--- config.mk ---
export PLATFORM = sky130hd
export DESIGN_NAME = uart_tx_arbiter_flat
export DESIGN_NICKNAME = d
export VERILOG_FILES = /design/src/rtl/uart_tx_arbiter_if.sv /design/src/rtl/uart_tx_arbiter.sv /design/src/flat_wrapper.sv
export SDC_FILE = /design/constraint.sdc
export NUM_CORES = 1
export LEC_CHECK = 0
export BUFFER_PORTS_ARGS = -buffer_cell sky130_fd_sc_hd__buf_4
export CELL_PAD_IN_SITES_DETAIL_PLACEMENT = 1
export CELL_PAD_IN_SITES_GLOBAL_PLACEMENT = 1
export CORE_UTILIZATION = 35
export DETAILED_ROUTE_END_ITERATION = 8
export PLACE_DENSITY = 0.74
export REMOVE_ABC_BUFFERS = 1
export SLEW_MARGIN = 0
export SYNTH_ARGS = -nofsm -noshare
export SYNTH_HDL_FRONTEND = slang
export SYNTH_SLANG_ARGS = --single-unit
--- constraint.sdc ---
create_clock -name clk -period 2.1 [get_ports clk]
set_input_delay 0.315 -clock clk [delete_from_list [all_inputs] [get_ports clk]]
set_output_delay 0.315 -clock clk [all_outputs]
set_load 0.01 [all_outputs]
--- src/rtl/uart_tx_arbiter_if.sv ---
`default_nettype none
// ============================================================================
// Module      : uart_tx_arbiter_if
// Description : Byte-stream handshake bundle between the message producers
//               and the UART transmit arbiter (valid/ready/last per source).
// Revision    : 1.0 - initial release
// ============================================================================
interface uart_tx_arbiter_if #(
    parameter int N_REQ = 4
);
    logic [N_REQ-1:0]   req_valid;
    logic [8*N_REQ-1:0] req_data;
    logic [N_REQ-1:0]   req_last;
    logic [N_REQ-1:0]   req_ready;

    // Producer side: drives bytes, observes acceptance
    modport master (
        output req_valid,
        output req_data,
        output req_last,
        input  req_ready
    );

    // Arbiter side: observes bytes, signals acceptance
    modport slave (
        input  req_valid,
        input  req_data,
        input  req_last,
        output req_ready
    );
endinterface
`default_nettype wire

--- src/rtl/uart_tx_arbiter.sv ---
`default_nettype none
// ============================================================================
// Module      : uart_tx_arbiter
// Description : Round-robin scheduler sharing one UART byte transmitter among
//               N_REQ message sources. A granted source owns the UART for its
//               whole message; a fixed idle gap follows every message.
// Revision    : 1.0 - initial release
// ============================================================================
module uart_tx_arbiter #(
    parameter int N_REQ      = 4,
    parameter int GAP_CYCLES = 16
) (
    input  logic              clk,
    input  logic              reset,
    uart_tx_arbiter_if.slave  req,
    output logic [N_REQ-1:0]  grant,
    output logic [7:0]        uart_data,
    output logic              uart_start,
    input  logic              uart_busy
);

    localparam int PTR_W = (N_REQ > 1) ? $clog2(N_REQ) : 1;
    localparam int GAP_W = (GAP_CYCLES > 0) ? $clog2(GAP_CYCLES + 1) : 1;
    localparam logic [GAP_W-1:0] GAP_LOAD = (GAP_CYCLES > 0) ? GAP_W'(GAP_CYCLES - 1) : '0;
    localparam logic [PTR_W-1:0] PTR_LAST = PTR_W'(N_REQ - 1);

    typedef enum logic [2:0] {
        S_IDLE      = 3'd0,
        S_SEND      = 3'd1,
        S_WAIT_BUSY = 3'd2,
        S_WAIT_DONE = 3'd3,
        S_GAP       = 3'd4
    } state_t;

    state_t             state;
    state_t             state_nxt;
    logic [PTR_W-1:0]   ptr;
    logic [PTR_W-1:0]   ptr_nxt;
    logic [N_REQ-1:0]   grant_nxt;
    logic [7:0]         data_nxt;
    logic               start_nxt;
    logic               last_q;
    logic               last_nxt;
    logic [GAP_W-1:0]   gap_cnt;
    logic [GAP_W-1:0]   gap_nxt;

    logic               arb_found;
    logic [PTR_W-1:0]   arb_idx;
    logic [PTR_W-1:0]   cand;
    logic [N_REQ-1:0]   arb_onehot;
    logic [7:0]         owner_data;
    logic               owner_last;
    logic               handshake;

    // Only the owner may hand over a byte, and only while the UART is free
    assign req.req_ready = (state == S_SEND && !uart_busy) ? (grant & req.req_valid) : '0;
    assign handshake     = |req.req_ready;

    // Cyclic priority scan starting at ptr; first valid requester wins
    always_comb begin
        arb_found = 1'b0;
        arb_idx   = '0;
        cand      = '0;
        for (int k = 0; k < N_REQ; k++) begin
            cand = PTR_W'((int'(ptr) + k) % N_REQ);
            if (!arb_found && req.req_valid[cand]) begin
                arb_found = 1'b1;
                arb_idx   = cand;
            end
        end
        arb_onehot = {{(N_REQ-1){1'b0}}, 1'b1} << arb_idx;
    end

    // Select the byte and last flag of the current owner
    always_comb begin
        owner_data = 8'h00;
        owner_last = 1'b0;
        for (int i = 0; i < N_REQ; i++) begin
            if (grant[i]) begin
                owner_data = req.req_data[8*i +: 8];
                owner_last = req.req_last[i];
            end
        end
    end

    // Next-state and next-output logic of the message scheduler
    always_comb begin
        state_nxt = state;
        ptr_nxt   = ptr;
        grant_nxt = grant;
        data_nxt  = uart_data;
        start_nxt = 1'b0;
        last_nxt  = last_q;
        gap_nxt   = gap_cnt;
        case (state)
            S_IDLE: begin
                if (arb_found) begin
                    grant_nxt = arb_onehot;
                    ptr_nxt   = (arb_idx == PTR_LAST) ? '0 : arb_idx + PTR_W'(1);
                    state_nxt = S_SEND;
                end
            end
            S_SEND: begin
                // Owner stalling keeps the grant; nobody else is served mid-message
                if (handshake) begin
                    data_nxt  = owner_data;
                    start_nxt = 1'b1;
                    last_nxt  = owner_last;
                    state_nxt = S_WAIT_BUSY;
                end
            end
            S_WAIT_BUSY: begin
                if (uart_busy) begin
                    state_nxt = S_WAIT_DONE;
                end
            end
            S_WAIT_DONE: begin
                if (!uart_busy) begin
                    if (!last_q) begin
                        state_nxt = S_SEND;
                    end else if (GAP_CYCLES > 0) begin
                        grant_nxt = '0;
                        gap_nxt   = GAP_LOAD;
                        state_nxt = S_GAP;
                    end else begin
                        grant_nxt = '0;
                        state_nxt = S_IDLE;
                    end
                end
            end
            S_GAP: begin
                if (gap_cnt == '0) begin
                    state_nxt = S_IDLE;
                end else begin
                    gap_nxt = gap_cnt - GAP_W'(1);
                end
            end
            default: begin
                state_nxt = S_IDLE;
            end
        endcase
    end

    // State and registered outputs; reset aborts any message in flight
    always_ff @(posedge clk or negedge reset) begin
        if (!reset) begin
            state      <= S_IDLE;
            ptr        <= '0;
            grant      <= '0;
            uart_data  <= 8'h00;
            uart_start <= 1'b0;
            last_q     <= 1'b0;
            gap_cnt    <= '0;
        end else begin
            state      <= state_nxt;
            ptr        <= ptr_nxt;
            grant      <= grant_nxt;
            uart_data  <= data_nxt;
            uart_start <= start_nxt;
            last_q     <= last_nxt;
            gap_cnt    <= gap_nxt;
        end
    end

endmodule
`default_nettype wire

--- src/flat_wrapper.sv ---
// flat-port wrapper written by rule: the top's interface ports become plain ports
module uart_tx_arbiter_flat 
#(
    parameter int N_REQ      = 4,
    parameter int GAP_CYCLES = 16
)
  (clk, reset, grant, uart_data, uart_start, uart_busy, req_req_valid, req_req_data, req_req_last, req_req_ready);
  uart_tx_arbiter_if #(.N_REQ(N_REQ)) req_i ();
  input  logic clk;
  input  logic reset;
  output logic [N_REQ-1:0] grant;
  output logic [7:0] uart_data;
  output logic uart_start;
  input  logic uart_busy;
  input wire logic [$bits(req_i.req_valid)-1:0] req_req_valid;
  input wire logic [$bits(req_i.req_data)-1:0] req_req_data;
  input wire logic [$bits(req_i.req_last)-1:0] req_req_last;
  output wire logic [$bits(req_i.req_ready)-1:0] req_req_ready;
  assign req_i.req_valid = req_req_valid;
  assign req_i.req_data = req_req_data;
  assign req_i.req_last = req_req_last;
  assign req_req_ready = req_i.req_ready;
  uart_tx_arbiter #(.N_REQ(N_REQ), .GAP_CYCLES(GAP_CYCLES)) u_core (.clk(clk), .reset(reset), .req(req_i), .grant(grant), .uart_data(uart_data), .uart_start(uart_start), .uart_busy(uart_busy));
endmodule
==> results.md, run 1 <==
* Final worst path period need at 1.97 ns
* Total track usage at a little over a fifth
* Ys flop type: dfrtp_1
* # IOs at 60
* VDD IR-drop max at 0.000556 V
* Initial antenna violation count at 0
* Req. time, crit path at 1.78 ns
* Slew @ Worst Pin at between 0.5 and 0.6 ns
* Leak at around 0.95 nW
* Slew Limit Fails at 0
* Pwr per Cell Area at 1270 nW/µm²
* Clock-pin slew on the worst setup and hold paths at 0.09 ns
* Std-Cell Rows at 23
* Die width at 68.1 µm
* Crit path DAT at 1.66 ns
* Post-synth EDFFs at 0
* Setup slack at placement at 0.288 ns
* Maxcap violations at 0
* TNS Setup at 0 ns
* Mapped Avg Cell Area at 9.50 µm²
* Initial DRC Count at 53
* Later-pin clock latency in the skew report at 0.27 ns
* CP startpoint kind: flop
* RSZ-0062 raised after global routing: false
* Clock skew at 0.00421 ns
* Synth async-reset ratio at 100%
* Synth warn at 0
* First-pass GRT wire length at ~7300 µm
* Unique masters post-synth at 38
* H-tree Lvls at 1
* Status: finished, final reports clean
* Area growth, synth to finish at 37.6%
* Seq cells post-synth at 24
* Antenna-violating nets left at 0
* Total Nets Final at approximately 270
* Initial Util at 37.4%
* Seq/Total Area, Yosys at approximately two fifths
* Slew Limit Headroom at a little over three fifths
* GP Congestion at 0.796
* Synthesized area at roughly 1500 µm²
* Total CTS buffers at 3
* CTS max path bufs at 2
* DPL Wire Length at 3620 µm
* Crit Path Class: reg2out
* Hold Path Class: in2reg
* Die ar. at between 4000 and 5000 µm²
* Largest net degree at the start of global routing at 25
* Final Setup Violations at 0
* Setup WS post-layout at ~0.13 ns
* Synthesized instance count at 161
* Vias at between 1000 and 1500
* Vias/cell at about 5.4
* DRC viols at 0
* Routed len/inst at 16.5 µm
* Pre-antenna DRT Iters at 4
* Post-CTS Resized at 0
* Hold buffers post-CTS at 1
* CTS tree: built
* Die Ht at between 60 and 70 µm
* CTS root buf: clkbuf_8
* Total gr overflow at 0
* Post-CTS setup buffer count at 0
* Highest clock rate at 0.507 GHz
* Share of cells above drive strength 1 at between 30% and 40%
* Hold Fails Final Rpt at 0
* N_diodes at 0
* Crit. End Element: output pin
* Final Cycle Share at a little over nine tenths
* Sink Count at 24
* Vias in the first global route at between 1500 and 2000
* Routed wire length at between 4000 and 5000 µm
* I/O Buffers at between 50 and 60
* Worst Path Max Fanout at 9
* Core Footprint at 4090 µm²
[state kept, by name (all words and copies together), names as in the netlist]
name / flops
u_core.grant: 4
u_core.gap_cnt: 5
u_core.uart_data: 8
u_core.ptr: 2
u_core.state: 3
u_core.uart_start: 1
u_core.last_q: 1
[cells in the mapped netlist, drive strengths merged, types with 2 or more instances]
cell    count  area, µm²
buf         3       30.0
nor3        3       15.0
dfrtp      24        601
nor3b       2       15.0
o21ai       4       20.0
clkbuf      5       18.8
nand2      21       78.8
ha          6       75.1
o211ai      8       60.1
a21oi       9       45.0
a221o       8       80.1
o21a        2       15.0
or3b        2       17.5
inv         9       33.8
nor2b       3       18.8
nand3b      2       15.0
nor2       18       67.6
mux2i       6       60.1
clkinv      2       7.51
o22a        2       17.5
a31oi       9        106
[logic make-up (layout without fill, tap and decap cells)]
family | after synthesis | count (layout) | share of synthesized area (%)
XOR/XNOR | 1 | 1 | 0.573
adder cells (fa/ha/maj) | 6 | 6 | 4.91
AO/OA/AOI/OAI | 46 | 46 | 26.4
buffers and inverters | 19 | 80 | 5.89
multiplexers | 7 | 7 | 4.66
flip-flops | 24 | 24 | 39.3
AND/OR/NAND/NOR | 58 | 58 | 18.3
[routing by layer]
metal,wire length [µm],global-route usage (%),up-vias
met5,0,0,-
met4,72,6.51,0
met3,192,3.83,8
met2,2280,36.4,40
met1,1940,26.7,724
li1,-,-,708
[report_power, final]
part,switching [mW],internal [mW]
Combinational,0.672,0.672
Sequential,0.244,0.667
Clock,0.156,0.255
Total,1.07,1.59
[worst paths after layout]
check | start | endpoint | slack, ns | depth (start not counted)
setup / recovery | u_core.state[1] | req_req_ready[1] | 0.13 | 3
hold / removal | uart_busy | u_core.state[2] | 0.33 | 2
setup reg to reg | u_core.state[1] | u_core.state[0] | 0.26 | 5
hold reg to reg | u_core.gap_cnt[0] | u_core.gap_cnt[0] | 0.53 | 1
max in group asynchronous | reset | u_core.grant[1] | 1.38 | 2
min in group asynchronous | reset | u_core.gap_cnt[1] | 0.47 | 2
[stage by stage]
| step | hold slack, ns | instances | util, % | total power [mW] | area [µm²] |
|---|---|---|---|---|---|
| 2_1_floorplan | 0.0194 | 153 | - | 1.72 | 1480 |
| 3_3_place_gp | 0.233 | 267 | 49.5 | 2.20 | 2020 |
| 3_5_place_dp | 0.237 | 267 | 49.5 | 2.28 | 2020 |
| 4_1_cts | 0.327 | 272 | 51.5 | 2.70 | 2100 |
| 5_1_grt | 0.327 | 272 | 51.5 | 2.92 | 2100 |
| 6_report | 0.332 | 272 | 51.5 | 2.67 | 2100 |
[area by class of cell]
type / instances / area (µm²)
timing repair buffer: 65 / 490
clock inverter: 1 / 30.0
fill: 485 / 1980
multi-input combinational: 118 / 838
clock buffer: 3 / 41.3
inverter: 11 / 41.3
sequential: 24 / 601
tap: 50 / 62.6
[critical path, cell delays in order, from the launching register on]
cell	delay (ns)
dfrtp_1	0.47
or4b_4	0.61
nor2_1	0.16
buf_4	0.14
[cell usage in the layout, fill, tap and decap left out, types with 2 or more instances in the layout]
cell type  Yosys  routed
o22a_1         2       2
o21ai_0        3       3
nor3_1         3       3
buf_4          1      64
nor3b_1        2       2
a21oi_1        9       9
nand2_1       21      21
clkinv_1       2       2
inv_1          9       9
nand3b_1       2       2
nor2b_1        3       3
mux2i_1        6       6
a31oi_2        8       8
o211ai_1       8       8
nor2_1        18      18
a221o_1        8       8
clkbuf_8       0       3
o21a_1         2       2
ha_1           6       6
dfrtp_1       24      24
Power figures use the tool's default switching activity.
==> run 2, diff against run 1 <==
--- a/config.mk
+++ b/config.mk
@@ -11,6 +11,7 @@
 export CORE_UTILIZATION = 35
 export DETAILED_ROUTE_END_ITERATION = 8
 export PLACE_DENSITY = 0.74
+export RECOVER_POWER = 50
 export REMOVE_ABC_BUFFERS = 1
 export SLEW_MARGIN = 0
 export SYNTH_ARGS = -nofsm -noshare
==> run 2 against run 1 <==
Against the previous run: core utilization fell by 0.83 points; clock power barely moved; clock skew barely moved; die area did not move; critical endpoint unchanged.
==> results.md, run 2 (synthesis results as in run 1) <==
* Fin area at 2070 µm² (-1.6%)
* Slew Limit Headroom at 10.3% (-53 points)
* CTS root buf: clkbuf_8
* Layout Utilization at 50.7% (-0.83 points)
* VDD IR-drop max at 0.000558 V (+0.33%)
* GP Congestion at 0.796 (unchanged)
* I/O Buffers at 59 (unchanged)
* Initial Util at 37.4% (unchanged)
* Fill count at 488 (+0.62%)
* Worst Path Max Fanout at 9 (unchanged)
* Crit path DAT at 1.66 ns (about the same)
* Antenna-violating nets left at 0 (unchanged)
* Total CTS buffers at 3 (unchanged)
* Routed wire length at 4500 µm (+0.33%)
* N_diodes at 0 (unchanged)
* Die width at 68.1 µm (unchanged)
* Clock skew at 0.00401 ns (-0.000204 ns)
* TNS Setup at 0 ns (unchanged)
* H-tree Lvls at 1 (unchanged)
* Largest register by flop count: u_core.uart_data
* Maxcap violations at 0 (unchanged)
* CTS max path bufs at 2 (unchanged)
* Largest registers: u_core.uart_data (8), u_core.gap_cnt (5), u_core.grant (4)
* Initial DRC Count at 59 (+11%)
* DPL Wire Length at 3620 µm (unchanged)
* Setup slack at placement at 0.288 ns (unchanged)
* Routed len/inst at 16.5 µm (+0.33%)
* Commonest non-fill, non-tap cells in the layout: buf_4 (55), dfrtp_1 (24), nand2_1 (21)
* Share of cells above drive strength 1 at 32.9% (-4.1 points)
* Setup WS post-layout at 0.122 ns (-0.00648 ns)
* Total gr overflow at 0 (unchanged)
* Initial antenna violation count at 0 (unchanged)
* Largest net degree at the start of global routing at 25 (unchanged)
* Slew Limit Fails at 0 (unchanged)
* Highest clock rate at 0.506 GHz (-0.33%)
* Vias at 1477 (-0.20%)
* Later-pin clock latency in the skew report at 0.27 ns (about the same)
* Max reg flops at 8 (unchanged)
* RSZ-0062 raised after global routing: false
* Leak at 0.920 nW (-3.4%)
* Std-Cell Rows at 23 (unchanged)
* Area post-placement at 2020 µm² (unchanged)
* Post-CTS setup buffer count at 0 (unchanged)
* Die Ht at 68.1 µm (unchanged)
* Cell count after placement at 267 (unchanged)
* Vias/cell at 5.43 (-0.20%)
* FF+latch area at 601 µm² (unchanged)
* Final std cells w/o fill at 272 (unchanged)
* Vias in the first global route at 1555 (unchanged)
* CP startpoint kind: flop
* Core Footprint at 4090 µm² (unchanged)
* Final Setup Violations at 0 (unchanged)
* Status: finished, final reports clean
* Die ar. at 4640 µm² (unchanged)
* First-pass GRT wire length at 7260 µm (unchanged)
* CTS tree: built
* Req. time, crit path at 1.78 ns (about the same)
* Slew @ Worst Pin at 1.35 ns (+0.788 ns)
* Total Nets Final at 272 (unchanged)
* Hold Fails Final Rpt at 0 (unchanged)
* Pre-antenna DRT Iters at 4 (unchanged)
* Final Cycle Share at 94.2% (+0.31 points)
* Sink Count at 24 (unchanged)
* Pwr per Cell Area at 1260 nW/µm² (-0.66%)
* DRC viols at 0 (unchanged)
* Final worst path period need at 1.98 ns (+0.00648 ns)
* Total track usage at 21.2% (unchanged)
* Multi-input gate area at 838 µm² (unchanged)
* Crit. End Element: output pin
* Crit Path Class: reg2out
* Area growth, synth to finish at 35.4%
* Hold Path Class: in2reg
* Most common library cell in the layout ignoring fill and taps: buf_4
* Clock-pin slew on the worst setup and hold paths at 0.09 ns (about the same)
* # IOs at 60 (unchanged)
-- run 2: metrics by stage --
step / hold WS (ns) / power, mW
5_1_grt: 0.327 / 2.86
3_5_place_dp: 0.237 / 2.28
4_1_cts: 0.327 / 2.70
3_3_place_gp: 0.233 / 2.20
2_1_floorplan: 0.0194 / 1.72
6_report: 0.331 / 2.61
-- run 2: worst paths after layout --
check                                       start                 to  slack, ns  depth (start not counted)
max in group asynchronous                   reset    u_core.grant[1]       0.44                          2
worst min-delay path                    uart_busy    u_core.state[2]       0.33                          2
min in group asynchronous                   reset  u_core.gap_cnt[1]       0.86                          2
worst min register to register  u_core.gap_cnt[0]  u_core.gap_cnt[0]       0.53                          1
worst max-delay path              u_core.state[1]   req_req_ready[1]       0.12                          3
worst max register to register    u_core.state[1]    u_core.state[0]       0.25                          5
-- run 2: cell type report --
type                            count  area share (%)
Clock buffer                        3            1.99
Inverter                           11            1.99
Sequential cell                    24            29.0
Multi-Input combinational cell    118            40.5
Timing Repair Buffer               65            22.1
Clock inverter                      1            1.45
Tap cell                           50            3.02
-- run 2: routing by layer --
layer / track usage [%] / vias up / routed length [µm]
li1: - / 708 / -
met1: 26.7 / 721 / 1920
met2: 36.4 / 40 / 2280
met3: 3.83 / 8 / 208
met4: 6.51 / 0 / 80
met5: 0 / - / 0
-- run 2: what timing repair did --
item / 4_1_cts / 5_1_grt
gates resized for setup: 0 / 0
endpoints found under the hold margin: 24 / 0
hold buffers: 1 / 0
-- run 2: critical path, cell delays in order (launching register included) --
cell and delay [ns]:
dfrtp_1 0.47, or4b_4 0.61, nor2_1 0.17, buf_4 0.14
-- run 2: power breakdown --
group	total, mW	internal, mW	switching [mW]
Clock	0.411	0.255	0.156
Sequential	0.908	0.667	0.241
Combinational	1.29	0.612	0.676
==> run 3, diff against run 2 <==
--- a/config.mk
+++ b/config.mk
@@ -10,7 +10,7 @@
 export CELL_PAD_IN_SITES_GLOBAL_PLACEMENT = 1
 export CORE_UTILIZATION = 35
 export DETAILED_ROUTE_END_ITERATION = 8
-export PLACE_DENSITY = 0.74
+export PLACE_DENSITY = 0.79
 export RECOVER_POWER = 50
 export REMOVE_ABC_BUFFERS = 1
 export SLEW_MARGIN = 0
==> run 3 against run 2 <==
Against the previous run: die area unchanged; clock skew about the same; global-route usage increased by 0.66 points; non-clock buffer count unchanged; critical path depth unchanged; power decreased by 4.4%; largest cell class unchanged.
==> results.md, run 3 (synthesis results as in run 1) <==
* Sink Count at 24 (unchanged)
* Routed wire length at 4810 µm (+6.9%)
* CTS max path bufs at 2 (unchanged)
* Share of cells above drive strength 1 at 32.6% (-0.30 points)
* Most common library cell in the layout ignoring fill and taps: buf_4
* Slew Limit Fails at 0 (unchanged)
* R2R depth at 5 (unchanged)
* Antenna-violating nets left at 0 (unchanged)
* RSZ-0062 raised after global routing: false
* Initial DRC Count at 59 (unchanged)
* Slew Limit Headroom at 9.89% (-0.41 points)
* Hold buffers post-CTS at 1 (unchanged)
* Std-Cell Rows at 23 (unchanged)
* Later-pin clock latency in the skew report at 0.27 ns (about the same)
* Hold Fails Final Rpt at 0 (unchanged)
* Largest register by flop count: u_core.uart_data
* Setup WS post-layout at 0.0626 ns (-0.0593 ns)
* Die width at 68.1 µm (unchanged)
* DPL Wire Length at 3800 µm (+5.0%)
* Total gr overflow at 0 (unchanged)
* First-pass GRT wire length at 7360 µm (+1.3%)
* Die Ht at 68.1 µm (unchanged)
* Slew @ Worst Pin at 1.35 ns (+0.00620 ns)
* Commonest non-fill, non-tap cells in the layout: buf_4 (55), dfrtp_1 (24), nand2_1 (21)
* Total track usage at 21.9% (+0.66 points)
* Setup slack at placement at 0.264 ns (-0.0244 ns)
* Total Power at 2.49 mW (-4.4%)
* Post-CTS Resized at 0 (unchanged)
* VDD IR-drop max at 0.000425 V (-24%)
* Status: finished, final reports clean
* Initial Util at 37.4% (unchanged)
* Vias at 1487 (+0.68%)
* Largest registers: u_core.uart_data (8), u_core.gap_cnt (5), u_core.grant (4)
* CTS root buf: clkbuf_8
* # IOs at 60 (unchanged)
* Initial antenna violation count at 0 (unchanged)
* Worst reg2reg setup slack at 0.25 ns (about the same)
* Crit. End Element: output pin
* TNS Setup at 0 ns (unchanged)
* CP startpoint kind: flop
* Hold Path Class: in2reg
* Worst Path Max Fanout at 9 (unchanged)
* Highest clock rate at 0.491 GHz (-2.9%)
* Req. time, crit path at 1.78 ns (about the same)
* Final Setup Violations at 0 (unchanged)
* Clock skew at 0.00386 ns (-0.000146 ns)
* Setup crit end: req_req_ready[3]
* Total Nets Final at 272 (unchanged)
* GP Congestion at 0.765 (-4.0%)
* Vias in the first global route at 1589 (+2.2%)
* Leak at 0.906 nW (-1.5%)
* Largest net degree at the start of global routing at 25 (unchanged)
* CP startpoint: u_core.state[1]
* Clock-pin slew on the worst setup and hold paths at 0.09 ns (about the same)
* Reg2reg start: u_core.state[1]
* RR Endpoint: u_core.uart_data[4]
* Routed len/inst at 17.7 µm (+7.3%)
* Post-CTS setup buffer count at 0 (unchanged)
* Pre-antenna DRT Iters at 5 (+1)
* DRC viols at 0 (unchanged)
* Core Footprint at 4090 µm² (unchanged)
* Final worst path period need at 2.04 ns (+0.0593 ns)
* N_diodes at 0 (unchanged)
* I/O Buffers at 59 (unchanged)
* Pwr per Cell Area at 1220 nW/µm² (-3.0%)
* Max reg flops at 8 (unchanged)
* WHS at 0.344 ns (+0.0130 ns)
* Maxcap violations at 0 (unchanged)
* Final Cycle Share at 97.0% (+2.8 points)
* H-tree Lvls at 1 (unchanged)
* Crit Path Class: reg2out
* Die ar. at 4640 µm² (unchanged)
* CTS tree: built
* Total CTS buffers at 3 (unchanged)
* Area growth, synth to finish at 33.5%
* Vias/cell at 5.49 (+1.0%)
* Crit path DAT at 1.72 ns (+0.06 ns)
[run 3: cell type report]
cell class                      instances  area, µm²
Timing Repair Buffer                   65        457
Clock buffer                            3       41.3
Fill cell                             495       2050
Tap cell                               50       62.6
Inverter                               11       41.3
Multi-Input combinational cell        118        838
Sequential cell                        24        601
[run 3: how the worst min path moves through the flow]
stage,startpoint,end,slack [ns],cells past startpoint
2_1_floorplan,reset,u_core.gap_cnt[0],0.02,0
3_3_place_gp,reset,u_core.uart_data[6],0.23,1
3_5_place_dp,reset,u_core.uart_data[6],0.24,1
4_1_cts,req_req_data[26],u_core.uart_data[2],0.34,3
5_1_grt,req_req_data[26],u_core.uart_data[2],0.36,3
6_report,req_req_data[25],u_core.uart_data[1],0.34,3
[run 3: power breakdown]
part           leakage, nW  switching, mW  internal [mW]
Combinational        0.598          0.707          0.611
Sequential           0.287          0.229          0.667
Clock               0.0216          0.148          0.128
Total                0.906           1.08           1.41
[run 3: metal layers]
layer | track usage, % | up-vias | wire (µm)
li1 | - | 704 | -
met5 | 0 | - | 0
met3 | 3.33 | 16 | 279
met4 | 8.59 | 0 | 138
met1 | 22.7 | 711 | 1820
met2 | 42.9 | 56 | 2570
[run 3: metrics by stage]
| step | area [µm²] | instances | util, % |
|---|---|---|---|
| after floorplan | 1480 | 153 | - |
| after global placement | 2020 | 267 | 49.5 |
| after detailed placement | 2020 | 267 | 49.5 |
| after CTS | 2070 | 271 | 50.8 |
| after global routing | 2040 | 271 | 49.9 |
| final | 2040 | 271 | 49.9 |
[run 3: worst max-delay path: stages, from the launching register on]
cell and delay (ns):
dfrtp_1 0.48, or4b_4 0.62, nor2_1 0.20, buf_4 0.15
